$ cat config.mk
export PLATFORM = sky130hd
export DESIGN_NAME = alu_op_issuer
export DESIGN_NICKNAME = d
export VERILOG_FILES = /design/src/rtl/alu_op_issuer.sv
export SDC_FILE = /design/constraint.sdc
export NUM_CORES = 1
export LEC_CHECK = 0
export ABC_AREA = 1
export CAP_MARGIN = 10
export CELL_PAD_IN_SITES_DETAIL_PLACEMENT = 1
export CELL_PAD_IN_SITES_GLOBAL_PLACEMENT = 1
export CORE_AREA = 2 2 130 132
export DETAILED_ROUTE_END_ITERATION = 16
export DIE_AREA = 0 0 132 134
export PLACE_DENSITY = 0.8
export SLEW_MARGIN = 10
export SYNTH_ARGS = -nofsm -noshare
export SYNTH_HDL_FRONTEND = slang
export SYNTH_SLANG_ARGS = --single-unit
$ cat constraint.sdc
create_clock -name clk -period 3.7 [get_ports clk]
set_input_delay 0.74 -clock clk [delete_from_list [all_inputs] [get_ports clk]]
set_output_delay 0.74 -clock clk [all_outputs]
set_load 0.02 [all_outputs]
$ cat src/rtl/alu_op_issuer.sv
// alu_op_issuer: queues ALU commands in a small FIFO, issues them one at a
// time with a single-cycle op_start pulse, waits the ALU latency, captures
// the result and presents it with the command tag on a valid/ready port.
module alu_op_issuer #(
    parameter int DATA_W   = 8,
    parameter int OP_W     = 3,
    parameter int OUT_W    = 16,
    parameter int TAG_W    = 4,
    parameter int DEPTH    = 4,
    parameter int RESP_LAT = 3
) (
    input  logic              clk,
    input  logic              rst,
    input  logic              cmd_valid,
    output logic              cmd_ready,
    input  logic [DATA_W-1:0] cmd_a,
    input  logic [DATA_W-1:0] cmd_b,
    input  logic [OP_W-1:0]   cmd_op,
    input  logic [TAG_W-1:0]  cmd_tag,
    output logic              op_start,
    output logic [DATA_W-1:0] a,
    output logic [DATA_W-1:0] b,
    output logic [OP_W-1:0]   opcode,
    input  logic [OUT_W-1:0]  out,
    output logic              res_valid,
    input  logic              res_ready,
    output logic [OUT_W-1:0]  res_data,
    output logic [TAG_W-1:0]  res_tag,
    output logic              busy
);

    localparam int PTR_W = (DEPTH > 1) ? $clog2(DEPTH) : 1;
    localparam int CNT_W = $clog2(RESP_LAT + 1);
    localparam int CMD_W = 2 * DATA_W + OP_W + TAG_W;
    localparam logic [PTR_W:0] FULL_COUNT = (PTR_W + 1)'(DEPTH);
    localparam logic [CNT_W-1:0] LAT_LOAD = CNT_W'(RESP_LAT - 1);

    typedef enum logic [1:0] {IDLE, ISSUE, WAIT, RESP} state_t;

    state_t             state_reg, state_next;
    logic [CNT_W-1:0]   cnt_reg, cnt_next;
    logic               sample;
    logic               res_clear;

    logic [CMD_W-1:0]   mem [DEPTH];
    logic [PTR_W-1:0]   wr_ptr_reg, rd_ptr_reg;
    logic [PTR_W:0]     count_reg;
    logic               full, empty, push, pop;

    logic [DATA_W-1:0]  a_reg, b_reg;
    logic [OP_W-1:0]    op_reg;
    logic [TAG_W-1:0]   tag_reg;
    logic               res_valid_reg;
    logic [OUT_W-1:0]   res_data_reg;
    logic [TAG_W-1:0]   res_tag_reg;

    assign full  = (count_reg == FULL_COUNT);
    assign empty = (count_reg == '0);
    assign pop   = (state_reg == IDLE) && !empty;
    // A pop frees a slot this cycle, so a full FIFO may still take a command.
    // Held low while reset is asserted so every output reads 0 in reset.
    assign cmd_ready = !rst && (!full || pop);
    assign push      = cmd_valid && cmd_ready;

    // Command storage: plain array written at the tail, read at the head on pop.
    always_ff @(posedge clk) begin
        if (push)
            mem[wr_ptr_reg] <= {cmd_a, cmd_b, cmd_op, cmd_tag};
    end

    // FIFO pointers and occupancy; pointers wrap naturally (DEPTH is a power of 2).
    always_ff @(posedge clk or posedge rst) begin
        if (rst) begin
            wr_ptr_reg <= '0;
            rd_ptr_reg <= '0;
            count_reg  <= '0;
        end else begin
            if (push)
                wr_ptr_reg <= wr_ptr_reg + 1'b1;
            if (pop)
                rd_ptr_reg <= rd_ptr_reg + 1'b1;
            if (push && !pop)
                count_reg <= count_reg + 1'b1;
            else if (pop && !push)
                count_reg <= count_reg - 1'b1;
        end
    end

    // Operand registers: loaded from the FIFO head on pop, held until the next pop.
    always_ff @(posedge clk or posedge rst) begin
        if (rst) begin
            a_reg   <= '0;
            b_reg   <= '0;
            op_reg  <= '0;
            tag_reg <= '0;
        end else if (pop) begin
            {a_reg, b_reg, op_reg, tag_reg} <= mem[rd_ptr_reg];
        end
    end

    // Next-state logic. The counter is sampled "as it reaches 0", so out is
    // captured on the RESP_LAT-th edge after the edge that raised op_start
    // (RESP_LAT=1 captures straight out of ISSUE).
    always_comb begin
        state_next = state_reg;
        cnt_next   = cnt_reg;
        sample     = 1'b0;
        res_clear  = 1'b0;
        case (state_reg)
            IDLE: begin
                if (!empty)
                    state_next = ISSUE;
            end
            ISSUE: begin
                cnt_next = LAT_LOAD;
                if (cnt_next == '0) begin
                    sample     = 1'b1;
                    state_next = RESP;
                end else begin
                    state_next = WAIT;
                end
            end
            WAIT: begin
                cnt_next = cnt_reg - 1'b1;
                if (cnt_next == '0) begin
                    sample     = 1'b1;
                    state_next = RESP;
                end
            end
            RESP: begin
                if (res_ready) begin
                    res_clear  = 1'b1;
                    state_next = IDLE;
                end
            end
            default: state_next = IDLE;
        endcase
    end

    // State and latency counter registers.
    always_ff @(posedge clk or posedge rst) begin
        if (rst) begin
            state_reg <= IDLE;
            cnt_reg   <= '0;
        end else begin
            state_reg <= state_next;
            cnt_reg   <= cnt_next;
        end
    end

    // Result holding registers: captured on the sample edge, held until accepted.
    always_ff @(posedge clk or posedge rst) begin
        if (rst) begin
            res_valid_reg <= 1'b0;
            res_data_reg  <= '0;
            res_tag_reg   <= '0;
        end else if (sample) begin
            res_valid_reg <= 1'b1;
            res_data_reg  <= out;
            res_tag_reg   <= tag_reg;
        end else if (res_clear) begin
            res_valid_reg <= 1'b0;
        end
    end

    assign op_start  = (state_reg == ISSUE);
    assign a         = a_reg;
    assign b         = b_reg;
    assign opcode    = op_reg;
    assign res_valid = res_valid_reg;
    assign res_data  = res_data_reg;
    assign res_tag   = res_tag_reg;
    assign busy      = (state_reg != IDLE) || !empty;

endmodule

==> results of run 1 <==
cell families after synthesis:
family / Yosys count
buf+inv: 135
flops: 147
simple gates: 272
fa+ha+maj: 12
xor+xnor: 4
mux: 20
compound gates: 4
metrics by stage:
step                      instance area (um2)  utilization  cells  power (uW)  setup WS, ps
after floorplan                          6396            -    594        4109         622.3
after global placement                   7405       0.4546    885        4805         978.2
after detailed placement                 7405       0.4546    885        4957          1010
after CTS                                8014       0.4920    917        6785         798.3
after global routing                     8014       0.4920    917        7122         684.5
final                                    8014       0.4920    917        6690         835.2
worst min-delay path by stage:
stage,start,to,slack (ps),depth (start not counted)
floorplan,tag_reg[0]$_DFFE_PP0P_,tag_reg[0]$_DFFE_PP0P_,450,2
global placement,a[5]$_DFFE_PP0P_,a[5]$_DFFE_PP0P_,460,2
detailed placement,opcode[1]$_DFFE_PP0P_,opcode[1]$_DFFE_PP0P_,470,2
CTS,opcode[1]$_DFFE_PP0P_,opcode[1]$_DFFE_PP0P_,480,2
global route,a[2]$_DFFE_PP0P_,a[2]$_DFFE_PP0P_,520,2
finish,tag_reg[1]$_DFFE_PP0P_,tag_reg[1]$_DFFE_PP0P_,480,2
layer usage:
layer	vias up	track usage
met1	2066	0.1779
met4	0	0.09722
met5	-	0
met2	107	0.3351
li1	2030	-
met3	23	0.03893
cell type report:
| cell class | count | share of cell area |
|---|---|---|
| Clock buffer | 20 | 0.05699 |
| Clock inverter | 12 | 0.01905 |
| Inverter | 114 | 0.05418 |
| Multi-Input combinational cell | 312 | 0.2062 |
| Sequential cell | 147 | 0.5165 |
| Tap cell | 220 | 0.03435 |
| Timing Repair Buffer | 92 | 0.1127 |
cell usage after synthesis (all sizes together):
library cell and instances:
nand2 211, inv 114, edfxtp 92, dfrtp 55, nand3 51, buf 20
mux2 20, ha 11, nor2 7, a21oi 2, nand4 2, o21ai 2
xnor2 2, xor2 2, clkbuf 1, fa 1, or2 1
where the power goes:
part	switching, uW	internal [uW]	total, uW
Clock	672	1100	1770
Combinational	1500	1020	2520
Sequential	227	2170	2400
tightest hold or removal path: cells and delay by family, from the launching register on:
kind,cells,cell delay (ps)
flops,1,340
simple gates,2,100
==> results.md, run 1 <==
- Mux contribution to synthesized area: 0.04639
- Critical path buffers and inverters: 2
- Worst skew pair latency: approximately 420 ps
- Fin Clk Skew: 9.101 ps
- Final Net Count: approximately 740
- Cts repair resizes: 0
- CTS Buf Count: 17
- CTS sink count: 147
- Share of cells above drive strength 1: 0.1047
- CP arrival: 2120 ps
- Worst r2r src: state_reg[0]$_DFFE_PP0P_
- Register area share after synthesis: 0.6475
- Flip-flop and latch area: a little over 4000 um2
- CTS Buffer Depth: 2
- Critical Path RT: 2960 ps
- Synth top area share: 0.4322
- TritonCTS clock tree: built
- WL/cell: around 16 um
- Initial antenna violation count: 0
- Initial Util: 0.3924
- Post-synthesis adder-cell area fraction: 0.02466
- Final Hold Viols: 0
- CORE AREA: roughly 16000 um2
- Synthesized flop and latch total: approximately 150
- Met2 WL: 7775 um
- Syn Nets: 649
- Residual DRC count: 0
- Hold WS: between 400 and 500 ps
- Crit path max-delay family: buffers and inverters
- Commonest non-fill, non-tap cells in the layout: 207 x nand2_1, 108 x inv_1, 92 x edfxtp_1
- Total wire length: 14460 um
- Max FFs per register: 92
- Antenna viol nets, final: 0
- Die X: between 100 and 150 um
- Slowest stage cell on the critical path: clkdlybuf4s50_1
- Post-synth top area cell: edfxtp_1
- CTS clock-pin slew for the worst setup and hold paths: 60 ps
- CTS hold repair buffers: 0
- Via count: 4226
- WL met3: about 630 um
- Die area: 17690 um2
- Worst Path Max Fanout: 4
- Crit path cell chain: inv_1 > ha_1 > nor2_1 > a21oi_1 > clkdlybuf4s50_1
- First DRT Iteration DRCs: 212
- Ranking of synthesized cells by area: edfxtp_1 43%, dfrtp_1 22%, nand2_1 12%
- Worst setup startpoint: state_reg[0]$_DFFE_PP0P_
- IO Pins: 86
- Crit. End Element: primary output
- TritonRoute pass-1 iters: 4
- Power density cells: 834.8 nW/um2
- Mean number of vias per cell: 4.609
- Highest metal used: met4
- Commonest non-fill, non-tap cell in the layout: nand2_1
- Netlist cell types: 28
- Multi-input gate area: 1653 um2
- Worst-margin pin slew: 819.0 ps
- First-pass GRT wire length: 23600 um
- Chip height: around 130 um
- Simple-Gate Fraction of Synth Area: 0.1773
- Setup TNS: 0 ps
- Hold Path Class: reg -> reg
- Critical path class: reg -> out
- FF-to-FF End: count_reg[2]$_DFFE_PP0P_
- Slew HR: 0.4532
- H-tree depth: 4
- Main combinational cell family by area after synthesis: simple AND/OR/NAND/NOR gates
- Max_cap viols: 0
- FF-to-FF path depth: 12
- R2R Setup Slk: 1330 ps
- Setup violations, final: 0
- M1 wire length: roughly 5700 um
- Setup Buffers After CTS: 0
- Worst path max stage delay: 620 ps
- Ys Warns: 0
- Startpoint types: flop
- Avg Inst Size Synth: between 10 and 15 um2
- Synth-to-layout area growth: 25.37%
- Tmin final: 2865 ps
- Stages on the worst setup path: 5
- Worst vdd ir: 327.2 uV
- Fin. max-slew vios: 0
- CTS Root Cell: clkbuf_16
- Synthesized area: 6392 um2
- Total gr overflow: 0
- FMAX: around 350 MHz
- Static Leak: 0.003740 uW
- Post-detail-place hpwl: 8824 um
- Largest net degree at the start of global routing: 58
- Status: complete, no violations
- # rows: 47
- RSZ-0062 raised after global routing: no
- Synth Area in XOR/XNOR: 0.005481
- Compound-Gate Fraction of Synth Area: 0.003132
- # diodes: 0
- Period utilization: 0.7743
- Gr usage total: 0.1761
- GPL Wtd Cong: 0.7298
- Vias in the first global route: 4792
- Port Buffers: 85
- Mapped Cells: 594
- Filler cells: 1786
- CP Capture Point: cmd_ready
Note: power is estimated with default switching activity, not from simulation.
==> inputs of run 2 (changes only) <==
--- a/config.mk
+++ b/config.mk
@@ -9,10 +9,10 @@
 export CAP_MARGIN = 10
 export CELL_PAD_IN_SITES_DETAIL_PLACEMENT = 1
 export CELL_PAD_IN_SITES_GLOBAL_PLACEMENT = 1
-export CORE_AREA = 2 2 130 132
+export CORE_AREA = 2 2 132 134
 export DETAILED_ROUTE_END_ITERATION = 16
-export DIE_AREA = 0 0 132 134
-export PLACE_DENSITY = 0.8
+export DIE_AREA = 0 0 134 136
+export PLACE_DENSITY = 0.81
 export SLEW_MARGIN = 10
 export SYNTH_ARGS = -nofsm -noshare
 export SYNTH_HDL_FRONTEND = slang
==> constraint.sdc (replaced) <==
create_clock -name clk -period 2.3 [get_ports clk]
set_input_delay 0.46 -clock clk [delete_from_list [all_inputs] [get_ports clk]]
set_output_delay 0.46 -clock clk [all_outputs]
set_load 0.02 [all_outputs]
==> run 2 against run 1 <==
Net effect:
- cell area rose by 1.2%
- global-route usage fell by 0.14 points
- die area rose by 3.0%
- largest cell class unchanged
==> results.md, run 2 (same netlist as run 1, synthesis figures left out) <==
- IO Pins: 86
- P_int: 6943 uW
- GPL Wtd Cong: 0.7155
- Hold Path Class: reg -> reg
- Fin. max-slew vios: 0
- Crit. End Element: flop
- Filler cells: 1795
- Clock group share of total power: 0.255
- Chip height: 136 um
- # diodes: 0
- Vias in the first global route: 4774
- Gr usage total: 0.1747
- Critical path class: reg -> reg
- Initial Util: 0.3788
- H-tree depth: 4
- WL/cell: 16.35 um
- Switching power: between 3000 and 4000 uW
- TritonRoute pass-1 iters: 4
- Max_cap viols: 0
- Design area: 8107 um2
- # rows: 48
- Total gr overflow: 0
- Worst setup startpoint: state_reg[0]$_DFFE_PP0P_
- First-pass GRT wire length: 24160 um
- Max FFs per register: between 90 and 100
- CP arrival: 2460 ps
- Via count: approximately 4300
- Total wire length: 15190 um
- Antenna viol nets, final: 0
- CTS Buffer Depth: 2
- Tmin final: 2156 ps
- Initial antenna violation count: 0
- Fin Clk Skew: 8.405 ps
- Final Net Count: approximately 750
- Worst r2r src: state_reg[0]$_DFFE_PP0P_
- Mean number of vias per cell: 4.647
- Startpoint types: flop
- CTS clock-pin slew for the worst setup and hold paths: about 60 ps
- Die area: between 15000 and 20000 um2
- Port Buffers: 85
- Pre-CTS WS: approximately 21 ps
- Static Leak: 0.003782 uW
- CTS Buf Count: 17
- Setup TNS: 0 ps
- Slew HR: 0.4826
- Non-Filler Instances: 929
- Worst Path Max Fanout: 4
- Sw Ratio: 0.3602
- TritonCTS clock tree: built
- Setup violations, final: 0
- Critical Path RT: roughly 2600 ps
- Power density cells: 1339 nW/um2
- Synth-to-layout area growth: 26.82%
- Setup slack after layout: 143.7 ps
- Cell area after placement: 7508 um2
- CTS sink count: between 100 and 150
- Post-detail-place hpwl: about 10000 um
- Largest net degree at the start of global routing: 58
- Die X: 134 um
- Share of cells above drive strength 1: 0.1193
- Worst skew pair latency: 420 ps
- CORE AREA: 16880 um2
- CTS hold repair buffers: 0
- Worst vdd ir: 580.6 uV
- Worst-margin pin slew: 776.1 ps
- Cell Count Post-Placement: between 800 and 900
- Commonest non-fill, non-tap cells in the layout: 207 x nand2_1, 107 x inv_1, 92 x edfxtp_1
- Residual DRC count: 0
- Reg power frac: 0.354
- FMAX: 463.8 MHz
- CTS Root Cell: clkbuf_16
- Hold path start: b[7]$_DFFE_PP0P_
- Period utilization: 0.9375
- Status: complete, no violations
- Final Hold Viols: 0
- First DRT Iteration DRCs: 143
- Combinational fraction of design power: 0.391
- RSZ-0062 raised after global routing: no
- Commonest non-fill, non-tap cell in the layout: nand2_1
run 2: changes by cell type in the layout (fill, tap and decap cells not counted), moves of 2 or more:
cell and delta:
buf_12 +2, clkinv_4 +2, clkdlybuf4s50_1 -3, clkbuf_8 -2
inv_6 -2, ha_1 -2, buf_4 +5, ha_4 +2
clkbuf_2 +2
run 2: layout make-up:
class,instances,area (um2),area share
Tap cell,225,281.5,0.03473
Sequential cell,147,4139,0.5106
Clock buffer,19,432.9,0.05340
Timing Repair Buffer,99,973.4,0.1201
Inverter,114,434.2,0.05356
Multi-Input combinational cell,312,1685,0.2079
Clock inverter,13,160.2,0.01976
run 2: per-stage QoR:
step,utilization,hold WS (ps),power (uW)
CTS,0.4801,486.9,10980
global route,0.4804,506.1,11550
global placement,0.4449,459.3,7885
finish,0.4804,478.5,10850
floorplan,-,449.0,6641
detailed placement,0.4449,457.5,8138
run 2: critical path, cell delays in order (launching register included):
cell and delay, ps:
dfrtp_1 420, inv_1 170, ha_4 200, nor2_1 80
nand2_2 100, nand3_4 70, inv_2 80, ha_4 130
inv_2 40, fa_1 390, nand2_1 90, nand3_1 100
xor2_1 160
run 2: power groups by stage:
stage	logic, uW	clock network (uW)	registers [uW]
global placement	4040	0	3840
floorplan	2370	0	4270
global route	4690	2940	3920
CTS	4300	2830	3850
finish	4240	2770	3840
detailed placement	4240	0	3890
run 2: routing by layer:
metal / part of all wire / global-route usage / wire length (um) / vias up
met1: 0.42 / 0.1990 / 6361 / 2144
met3: 0.038 / 0.04101 / 583 / 27
li1: - / - / - / 2045
met4: 0.019 / 0.06974 / 289 / 0
met5: 0 / 0 / 0 / -
met2: 0.52 / 0.3168 / 7950 / 101
run 2: path summary, 6_finish.rpt:
path                       slack, ps  cells after the start                  endpoint
min reg2reg                      480                      2          b[7]$_DFFE_PP0P_
min                              480                      2          b[7]$_DFFE_PP0P_
min in group asynchronous        720                      3          b[4]$_DFFE_PP0P_
max                              140                     12  count_reg[2]$_DFFE_PP0P_
max reg2reg                      140                     12  count_reg[2]$_DFFE_PP0P_
max in group asynchronous       1070                      3  res_data[12]$_DFFE_PP0P_
run 2: repair_timing:
| action | 4_1_cts | 5_1_grt |
|---|---|---|
| setup buffers | 0 | 0 |
| gates resized for setup | 3 | 6 |
| endpoints found under the setup margin | 3 | 3 |
